### src/rtl/lot_pkg.sv
// lot_pkg -- shared definitions for the parking-lot gate controller.
//   state_t        : sequence-tracking FSM states
//   CAPACITY_DEF   : default maximum lot occupancy
//   OCC_W          : width of the occupancy count
//   err_target()   : where the FSM goes after an illegal sensor transition
package lot_pkg;

   localparam int CAPACITY_DEF = 16;
   localparam int OCC_W        = 5;

   typedef enum logic [2:0] {
      ST_IDLE,
      ST_EN1,
      ST_EN2,
      ST_EN3,
      ST_EX1,
      ST_EX2,
      ST_EX3,
      ST_WAIT_CLR
   } state_t;

   // After an illegal transition a clear pair lets us start over at once;
   // anything else must first wait for both beams to clear.
   function automatic state_t err_target(input logic [1:0] ab);
      return (ab == 2'b00) ? ST_IDLE : ST_WAIT_CLR;
   endfunction

endpackage

### src/rtl/sensor_sync.sv
// sensor_sync -- single-bit multi-flop synchronizer for an asynchronous
// photo-sensor input.
//   clk   : destination clock
//   reset : asynchronous active-high reset, clears every stage to 0
//   d_i   : asynchronous input
//   q_o   : synchronized output, STAGES clk edges behind d_i
module sensor_sync #(
   parameter int STAGES = 2
) (
   input  logic clk,
   input  logic reset,
   input  logic d_i,
   output logic q_o
);

   logic [STAGES-1:0] sync_q;

   always_ff @(posedge clk or posedge reset) begin
      if (reset) begin
         sync_q <= '0;
      end else begin
         sync_q <= {sync_q[STAGES-2:0], d_i};
      end
   end

   assign q_o = sync_q[STAGES-1];

endmodule

### src/rtl/lot_gate_ctrl.sv
// lot_gate_ctrl -- tracks cars through a two-beam gate and keeps the lot
// occupancy count.
//   clk       : rising-edge clock
//   reset     : asynchronous active-high reset
//   sens_a    : outer beam (1 = blocked), asynchronous
//   sens_b    : inner beam (1 = blocked), asynchronous
//   inc / dec : one-cycle pulses on a counted entry / exit
//   occupancy : registered car count, 0..CAPACITY
//   full      : occupancy == CAPACITY
//   empty     : occupancy == 0
//   seq_err   : one-cycle pulse on an illegal sensor transition
//   overflow  : one-cycle pulse when an entry completes while full
//   underflow : one-cycle pulse when an exit completes while empty
module lot_gate_ctrl
   import lot_pkg::*;
#(
   parameter int CAPACITY    = CAPACITY_DEF,
   parameter int SYNC_STAGES = 2
) (
   input  logic             clk,
   input  logic             reset,
   input  logic             sens_a,
   input  logic             sens_b,
   output logic             inc,
   output logic             dec,
   output logic [OCC_W-1:0] occupancy,
   output logic             full,
   output logic             empty,
   output logic             seq_err,
   output logic             overflow,
   output logic             underflow
);

   localparam logic [OCC_W-1:0] CAP_L = OCC_W'(CAPACITY);

   logic       a_sync, b_sync;
   logic [1:0] ab;

   sensor_sync #(.STAGES(SYNC_STAGES)) u_sync_a (
      .clk(clk), .reset(reset), .d_i(sens_a), .q_o(a_sync)
   );
   sensor_sync #(.STAGES(SYNC_STAGES)) u_sync_b (
      .clk(clk), .reset(reset), .d_i(sens_b), .q_o(b_sync)
   );

   assign ab = {a_sync, b_sync};

   state_t           state_q, state_d;
   logic             illegal, entry_ev, exit_ev;
   logic [OCC_W-1:0] occ_q, occ_d;
   logic             inc_q, inc_d, dec_q, dec_d;
   logic             full_q, full_d, empty_q, empty_d;
   logic             seq_err_q, seq_err_d;
   logic             ovf_q, ovf_d, unf_q, unf_d;

   // Each tracking state remembers the last legal pair; repeating it holds,
   // a one-bit step forward/back moves along the path, anything else is illegal.
   always_comb begin
      state_d   = state_q;
      illegal   = 1'b0;
      entry_ev  = 1'b0;
      exit_ev   = 1'b0;
      seq_err_d = 1'b0;
      case (state_q)
         ST_IDLE: case (ab)
            2'b00:   ;
            2'b10:   state_d = ST_EN1;
            2'b01:   state_d = ST_EX1;
            default: illegal = 1'b1;
         endcase
         ST_EN1: case (ab)
            2'b10:   ;
            2'b11:   state_d = ST_EN2;
            2'b00:   state_d = ST_IDLE;
            default: illegal = 1'b1;
         endcase
         ST_EN2: case (ab)
            2'b11:   ;
            2'b01:   state_d = ST_EN3;
            2'b10:   state_d = ST_EN1;
            default: illegal = 1'b1;
         endcase
         ST_EN3: case (ab)
            2'b01:   ;
            2'b00:   begin state_d = ST_IDLE; entry_ev = 1'b1; end
            2'b11:   state_d = ST_EN2;
            default: illegal = 1'b1;
         endcase
         ST_EX1: case (ab)
            2'b01:   ;
            2'b11:   state_d = ST_EX2;
            2'b00:   state_d = ST_IDLE;
            default: illegal = 1'b1;
         endcase
         ST_EX2: case (ab)
            2'b11:   ;
            2'b10:   state_d = ST_EX3;
            2'b01:   state_d = ST_EX1;
            default: illegal = 1'b1;
         endcase
         ST_EX3: case (ab)
            2'b10:   ;
            2'b00:   begin state_d = ST_IDLE; exit_ev = 1'b1; end
            2'b11:   state_d = ST_EX2;
            default: illegal = 1'b1;
         endcase
         ST_WAIT_CLR: if (ab == 2'b00) state_d = ST_IDLE;
         default: state_d = ST_IDLE;
      endcase
      if (illegal) begin
         seq_err_d = 1'b1;
         state_d   = err_target(ab);
      end
   end

   // Occupancy never exceeds CAP_L, so "not full" is the same as "< CAPACITY".
   always_comb begin
      occ_d = occ_q;
      inc_d = 1'b0;
      dec_d = 1'b0;
      ovf_d = 1'b0;
      unf_d = 1'b0;
      if (entry_ev) begin
         if (occ_q == CAP_L) begin
            ovf_d = 1'b1;
         end else begin
            occ_d = occ_q + OCC_W'(1);
            inc_d = 1'b1;
         end
      end else if (exit_ev) begin
         if (occ_q == '0) begin
            unf_d = 1'b1;
         end else begin
            occ_d = occ_q - OCC_W'(1);
            dec_d = 1'b1;
         end
      end
      // Flags derive from the next count so they land in the same cycle.
      full_d  = (occ_d == CAP_L);
      empty_d = (occ_d == '0);
   end

   always_ff @(posedge clk or posedge reset) begin
      if (reset) begin
         state_q   <= ST_IDLE;
         occ_q     <= '0;
         inc_q     <= 1'b0;
         dec_q     <= 1'b0;
         full_q    <= 1'b0;
         empty_q   <= 1'b1;
         seq_err_q <= 1'b0;
         ovf_q     <= 1'b0;
         unf_q     <= 1'b0;
      end else begin
         state_q   <= state_d;
         occ_q     <= occ_d;
         inc_q     <= inc_d;
         dec_q     <= dec_d;
         full_q    <= full_d;
         empty_q   <= empty_d;
         seq_err_q <= seq_err_d;
         ovf_q     <= ovf_d;
         unf_q     <= unf_d;
      end
   end

   assign inc       = inc_q;
   assign dec       = dec_q;
   assign occupancy = occ_q;
   assign full      = full_q;
   assign empty     = empty_q;
   assign seq_err   = seq_err_q;
   assign overflow  = ovf_q;
   assign underflow = unf_q;

endmodule

### config.mk
export PLATFORM = sky130hd
export DESIGN_NAME = lot_gate_ctrl
export DESIGN_NICKNAME = d
export VERILOG_FILES = /design/src/rtl/lot_pkg.sv /design/src/rtl/sensor_sync.sv /design/src/rtl/lot_gate_ctrl.sv
export SDC_FILE = /design/constraint.sdc
export NUM_CORES = 1
export LEC_CHECK = 0
export CAP_MARGIN = 20
export CORE_AREA = 2 2 50 63
export DETAILED_ROUTE_END_ITERATION = 8
export DIE_AREA = 0 0 52 65
export GPL_TIMING_DRIVEN = 1
export HOLD_SLACK_MARGIN = 0.02
export PLACE_DENSITY = 0.72
export SKIP_CTS_REPAIR_TIMING = 1
export SLEW_MARGIN = 20
export SYNTH_ARGS = -nofsm -noshare
export SYNTH_HDL_FRONTEND = slang
export SYNTH_SLANG_ARGS = --single-unit
### constraint.sdc
create_clock -name clk -period 1.8 [get_ports clk]
set_clock_uncertainty 0.05 [all_clocks]
set_input_delay 0.45 -clock clk [delete_from_list [all_inputs] [get_ports clk]]
set_output_delay 0.45 -clock clk [all_outputs]
set_load 0.1 [all_outputs]
# Word-level counts from Yosys, hierarchy flattened
# Cells that the tools add are included.
# classes
n_mux	32
eq_ne	18
add_sub_neg	2
n_reduce_logical	14
div	0
n_bitwise	0
n_shift	0
n_mul	0
order_cmp	0
# op_table
op	n
$pmux W3 S2	5
$mux W5	4
$mux W1	18
$pmux W3 S6	1
$eq A3 B3 Y1 const B	4
$ne A4 B4 Y1 const B	3
$reduce_or A3 Y1	4
$eq A5 B5 Y1 const B	2
$logic_not A5 Y1	2
$reduce_or A2 Y1	5
$mux W3	3
$ne A4 B1 Y1 const B	2
$eq A3 B2 Y1 const B	2
$reduce_and A6 Y1	1
$add A5 B1 Y5 const B	1
$sub A5 B1 Y5 const B	1
$eq A2 B2 Y1 const B	2
$pmux W1 S4	1
$eq A3 B1 Y1 const B	1
$logic_not A3 Y1	1
$ne A3 B3 Y1 const B	1
$eq A2 B1 Y1 const B	1
$logic_not A2 Y1	1
# word_totals
n_memories	0
in_bits	4
mem_bits_ro	0
reg_bits	19
output_inout_bits	12
ramBits	0
latchBits	0

# Logic depth before layout (Yosys ltp)
# depth
ltp_word	6
mapped_depth	8

# Hierarchy
# From an unflattened synthesis, not the netlist that was laid out.
# hier_totals
hier_cells	126
hier_area_um2	1233.7
# by_module_without_submodules
module	instances	area_per_inst_um2	cells_per_inst	seq_area_each_um2
lot_gate_ctrl	1	1126.1	120	376.6
sensor_sync	2	53.8	3	50.0

# Least setup slack after synthesis
# Ideal clock, no wire load.
# synth_path
kind	reg2reg
from	register occ_q[0], in the netlist occupancy[0]
to	register full_q, in the netlist full
arrival_ns	2.345
stages_incl_launch_ff	8
setup_slack_ns	-0.725
setup_time_ns	0.130
required_time_ns	1.620
n_path_buf	0
cell_sequence	dfrtp_1 -> inv_1 -> ha_1 -> nor4b_2 -> o32a_1 -> o22ai_2 -> nand4bb_4 -> nor3b_2
# synth_between
elab_chain_len	5
word_cells_on_any_way	9
# synth_lines
element	line_no	rtl
start, declared	lot_gate_ctrl.sv:50	logic [OCC_W-1:0] occ_q, occ_d;
start signal, assigned	lot_gate_ctrl.sv:146	occ_q <= '0;
start signal, assigned	lot_gate_ctrl.sv:156	occ_q <= occ_d;
$sub A5 B1 Y5 or $logic_not A5 Y1 (tied branches)	lot_gate_ctrl.sv:134, lot_gate_ctrl.sv:131	
$mux W5	lot_gate_ctrl.sv:131	if (occ_q == '0) begin
$mux W5	lot_gate_ctrl.sv:130	end else if (exit_ev) begin
$mux W5 (*)	lot_gate_ctrl.sv:123	if (entry_ev) begin
net occ_d[3]	lot_gate_ctrl.sv:50	
$eq A5 B5 Y1 (*)	lot_gate_ctrl.sv:139	full_d = (occ_d == CAP_L);
net full_d	lot_gate_ctrl.sv:52	logic full_q, full_d, empty_q, empty_d;
end signal, assigned	lot_gate_ctrl.sv:159	full_q <= full_d;
end, declared	lot_gate_ctrl.sv:52	
# Mark *: on every way through the listed nets, which the timed path passes. The rest lies on a longest branch.
# A chain may end at the register's enable or synchronous reset.

# Final worst setup path
# layout_path
from	register occ_q[1], in the netlist occupancy[1]
to	register empty_q, in the netlist empty
# layout_between
elab_chain_len	5
word_cells_on_any_way	9
# layout_lines
element	line_no	rtl
$sub A5 B1 Y5 or $logic_not A5 Y1 (tied branches)	lot_gate_ctrl.sv:134, lot_gate_ctrl.sv:131	
$mux W5	lot_gate_ctrl.sv:131	
$mux W5	lot_gate_ctrl.sv:130	
$mux W5 (*)	lot_gate_ctrl.sv:123	
$logic_not A5 Y1 (*)	lot_gate_ctrl.sv:140	empty_d = (occ_d == '0);
net empty_d	lot_gate_ctrl.sv:52	
end signal, assigned	lot_gate_ctrl.sv:160	empty_q <= empty_d;
end, declared	lot_gate_ctrl.sv:52	
# Marks and branches as above.

==> flow_metrics.py <==
metrics = {
    "outcome": {
        "run_status": "finished, violations left",
        "violations": "negative setup slack",
    },
    "worst_setup_path": {
        "start_kind": "flop",
        "required_ps": 1980,
        "cp_slowest_stage_delay_ps": 520,
        "reg2reg_to": "empty$_DFF_PP1_",
        "crit_type": "flop to flop",
        "ff2ff_path_depth": 9,
        "reg2reg_from": "occupancy[1]$_DFF_PP0_",
        "r2r_setup_slack_ps": -130,
        "cp_num_buf_inv": 3,
        "crit_family": "simple AND/OR/NAND/NOR gates",
        "end_kind": "flop",
        "path_cells": "inv_4 -> ha_4 -> buf_6 -> and4bb_1 -> nor2_1 -> a32oi_1 -> buf_4 -> nand4bb_4 -> nor3_1",
        "crit_arrival_ps": 2100,
        "cp_slowest_cell": "dfrtp_4",
        "cp_max_fo": 5,
    },
    "worst_hold_path": {
        "holdPathStages": 0,
        "hold_start": "u_sync_b.sync_q[0]$_DFF_PP0_",
        "hp-class": "flop to flop",
        "hold_path_end": "u_sync_b.sync_q[1]$_DFF_PP0_",
    },
    "placed_design": {
        "io_buffers": 15,
        "place_congestion": 0.869,
        "place_area_um2": 1700,
        "dp_hpwl_mm": 2.11,
    },
    "yosys": {
        "netlist_area_um2": 1200,
        "synthSimpleGateAreaFrac_pct": 23.4,
        "synth_nets": 118,
        "yosysTopAreaCell": "dfrtp_1",
        "yosys_warnings": 0,
        "synth-seq-area-share_pct": 39.8,
        "synthMuxAreaShare_pct": 7.94,
        "yosys-top-cells-area": "dfrtp_1, ha_1, mux2i_1",
        "synth_top_area_share_pct": 37.6,
        "yosysUniqueCellTypes": 43,
        "synth_compound_area_share_pct": 11.9,
        "ys_seq_elements": 19,
        "synth_top_family_by_area": "simple AND/OR/NAND/NOR gates",
        "syn_inst": 106,
        "synthAdderAreaFrac_pct": 8.36,
        "synth_xor_area_share_pct": 2.19,
        "postSynthAreaPerCell_um2": 11.3,
    },
    "cells_and_area": {
        "final_area_um2": 1840,
        "nets": 164,
        "drive_above_1_share_pct": 51.7,
        "area_growth_pct": 53.6,
        "utilization_pct": 64.9,
        "diodes": 0,
    },
    "power_and_ir_drop": {
        "p_per_area_nw_per_um2": 1660,
        "power_uw": 3060,
        "p_leak_uw": 0.000811,
        "max-vdd-ir-drop_v": 0.00165,
    },
    "floorplan": {
        "start_util_pct": 42.2,
        "die_w_um": 52,
        "core_um2": 2840,
        "ioPinCount": 16,
        "rows": 22,
        "die_h_um": 65,
        "dieArea_um2": 3380,
    },
    "timing": {
        "slew_headroom_pct": 78.3,
        "hold_viol_final": 0,
        "period_needed_ps": 1930,
        "min_period_over_period_pct": 107,
        "setup_slack_ps": -127,
        "maxSlewViolCount": 0,
        "clock.fmax_mhz": 519,
        "tightest_slew_ps": 322,
        "rsz0062_at_grt": "yes",
        "setup_violations": 7,
    },
    "route": {
        "vias_per_cell": 5.22,
        "antenna_left": 0,
        "wl_met3_um": 50,
        "met2_wirelength_mm": 1.66,
        "totalWireLength_mm": 2.81,
        "highest_layer": "met4",
        "drcViolationCount": 0,
        "dr.pass1.iters": 4,
        "num_vias": 976,
        "routedWlPerCell_um": 15.0,
        "drt_iter0_drc": 19,
        "wl_met1_mm": 1.05,
    },
    "clock_network": {
        "cts.htree.levels": 1,
        "cts_tree": "yes",
        "cts-root-buf": "clkbuf_4",
        "insertion_delay_ps": 300,
        "cts.reportedPaths.clkPinSlew_ps": 100,
        "cts_made_buffers": 3,
        "cts.sinks": 19,
        "cts_max_path_buffers": 2,
    },
    "global_route": {
        "grt_pass1_wl_mm": 4.61,
        "antenna_found_initial": 0,
        "overflow": 0,
        "grt_use_total_pct": 18.2,
        "grt_start_max_net_pins": 12,
        "grt_pass1_vias": 1044,
    },
    "run": {
        "max_cap_violations": 0,
    },
}
==> synthesized netlist by cell type <==
library cell,instances
o31a_1,1
mux2i_1,5
and4bb_1,1
nor2b_1,2
nand2_1,4
buf_1,1
o22ai_1,2
o211ai_4,1
nand2b_1,3
mux4_2,1
nor4b_2,1
a32oi_1,1
a21oi_1,3
o32a_1,1
xnor2_1,2
and4b_2,1
o21ai_1,1
a31oi_1,2
dfstp_2,1
buf_2,1
nand4bb_1,1
nand4b_4,1
or4b_4,1
or3_1,2
nand4bb_4,1
mux2i_4,1
o21ai_0,4
nand4b_1,1
nor2_1,7
o22ai_2,1
o211ai_1,1
ha_1,8
dfrtp_1,18
nand3_1,3
nand3_2,1
a22o_1,1
xor2_1,1
nand4_1,1
nor3b_2,1
buf_6,3
inv_1,9
nor3b_1,3
nor3_1,1
==> worst max path at each step <==
stage	start	to	slack, ps	cells past startpoint
2_1_floorplan	occupancy[1]$_DFF_PP0_	full$_DFF_PP0_	-200	7
3_3_place_gp	u_sync_b.sync_q[1]$_DFF_PP0_	full$_DFF_PP0_	-50	7
3_5_place_dp	u_sync_b.sync_q[1]$_DFF_PP0_	full$_DFF_PP0_	-110	7
4_1_cts	u_sync_b.sync_q[1]$_DFF_PP0_	full$_DFF_PP0_	-140	7
5_1_grt	occupancy[1]$_DFF_PP0_	full$_DFF_PP0_	-210	7
6_report	occupancy[1]$_DFF_PP0_	empty$_DFF_PP1_	-130	9
==> where the power goes <==
group | switching, uW | internal (uW) | leakage, uW
registers | 160 | 559 | 0.000233
logic | 1140 | 988 | 0.000561
clock network | 128 | 82.9 | 0.0000177
total | 1420 | 1630 | 0.000811
==> state kept, by name, summed over array words and instances, names as in the netlist <==
register,cells
full,1
overflow,1
state_q,3
underflow,1
empty,1
inc,1
u_sync_b.sync_q,2
dec,1
seq_err,1
u_sync_a.sync_q,2
occupancy,5
==> metrics by stage <==
stage	setup slack (ps)	cells	hold slack [ps]	TNS [ps]
2_1_floorplan	-197	106	281	-385
3_3_place_gp	-54.8	179	289	-90.4
3_5_place_dp	-108	179	285	-308
4_1_cts	-142	183	310	-541
5_1_grt	-208	187	333	-1060
6_report	-127	187	314	-543
==> layout by cell type (no fill, tap or decap), types with 2 or more instances in the layout <==
master and count:
nor2b_1 2, dfrtp_1 13, or3_1 2, buf_4 26, dfrtp_2 3, clkdlybuf4s50_1 3, nand3_1 3, ha_2 3
inv_4 2, buf_12 12, ha_1 2, o21ai_0 4, nor3b_1 3, nor2_1 7, o22ai_1 2, dfrtp_4 2
inv_2 2, mux2i_1 5, a21oi_2 2, ha_4 3, inv_1 5, buf_6 5, nand2_1 4, nand2b_1 3
clkbuf_4 3
==> cells by family (layout without fill, tap and decap cells) <==
logic type / Yosys count / count (layout)
buffers and inverters: 14 / 59
XOR/XNOR: 3 / 3
AND/OR/NAND/NOR: 36 / 36
multiplexers: 7 / 7
adder cells (fa/ha/maj): 8 / 8
flip-flops: 19 / 19
AO/OA/AOI/OAI: 19 / 19
==> worst register-to-register path, stage by stage (launching register included) <==
cell and delay [ps]:
dfrtp_4 520, inv_4 70, ha_4 130, buf_6 100, and4bb_1 230, nor2_1 70
a32oi_1 180, buf_4 160, nand4bb_4 120, nor3_1 210
==> area by class of cell <==
cell class | instances | area [um2]
inverter | 9 | 38.8
tap | 36 | 45.0
clock buffer | 3 | 22.5
timing repair buffer | 46 | 522
sequential | 19 | 488
multi-input combinational | 73 | 718
clock inverter | 1 | 5.00
fill | 230 | 996
==> per-layer routing <==
metal	GRT usage, %	vias to the layer above
met2	34.8	17
li1	-	474
met3	2.30	4
met1	20.1	481
met5	0	-
met4	5.59	0
No activity file was read; power rests on OpenSTA's default activity.
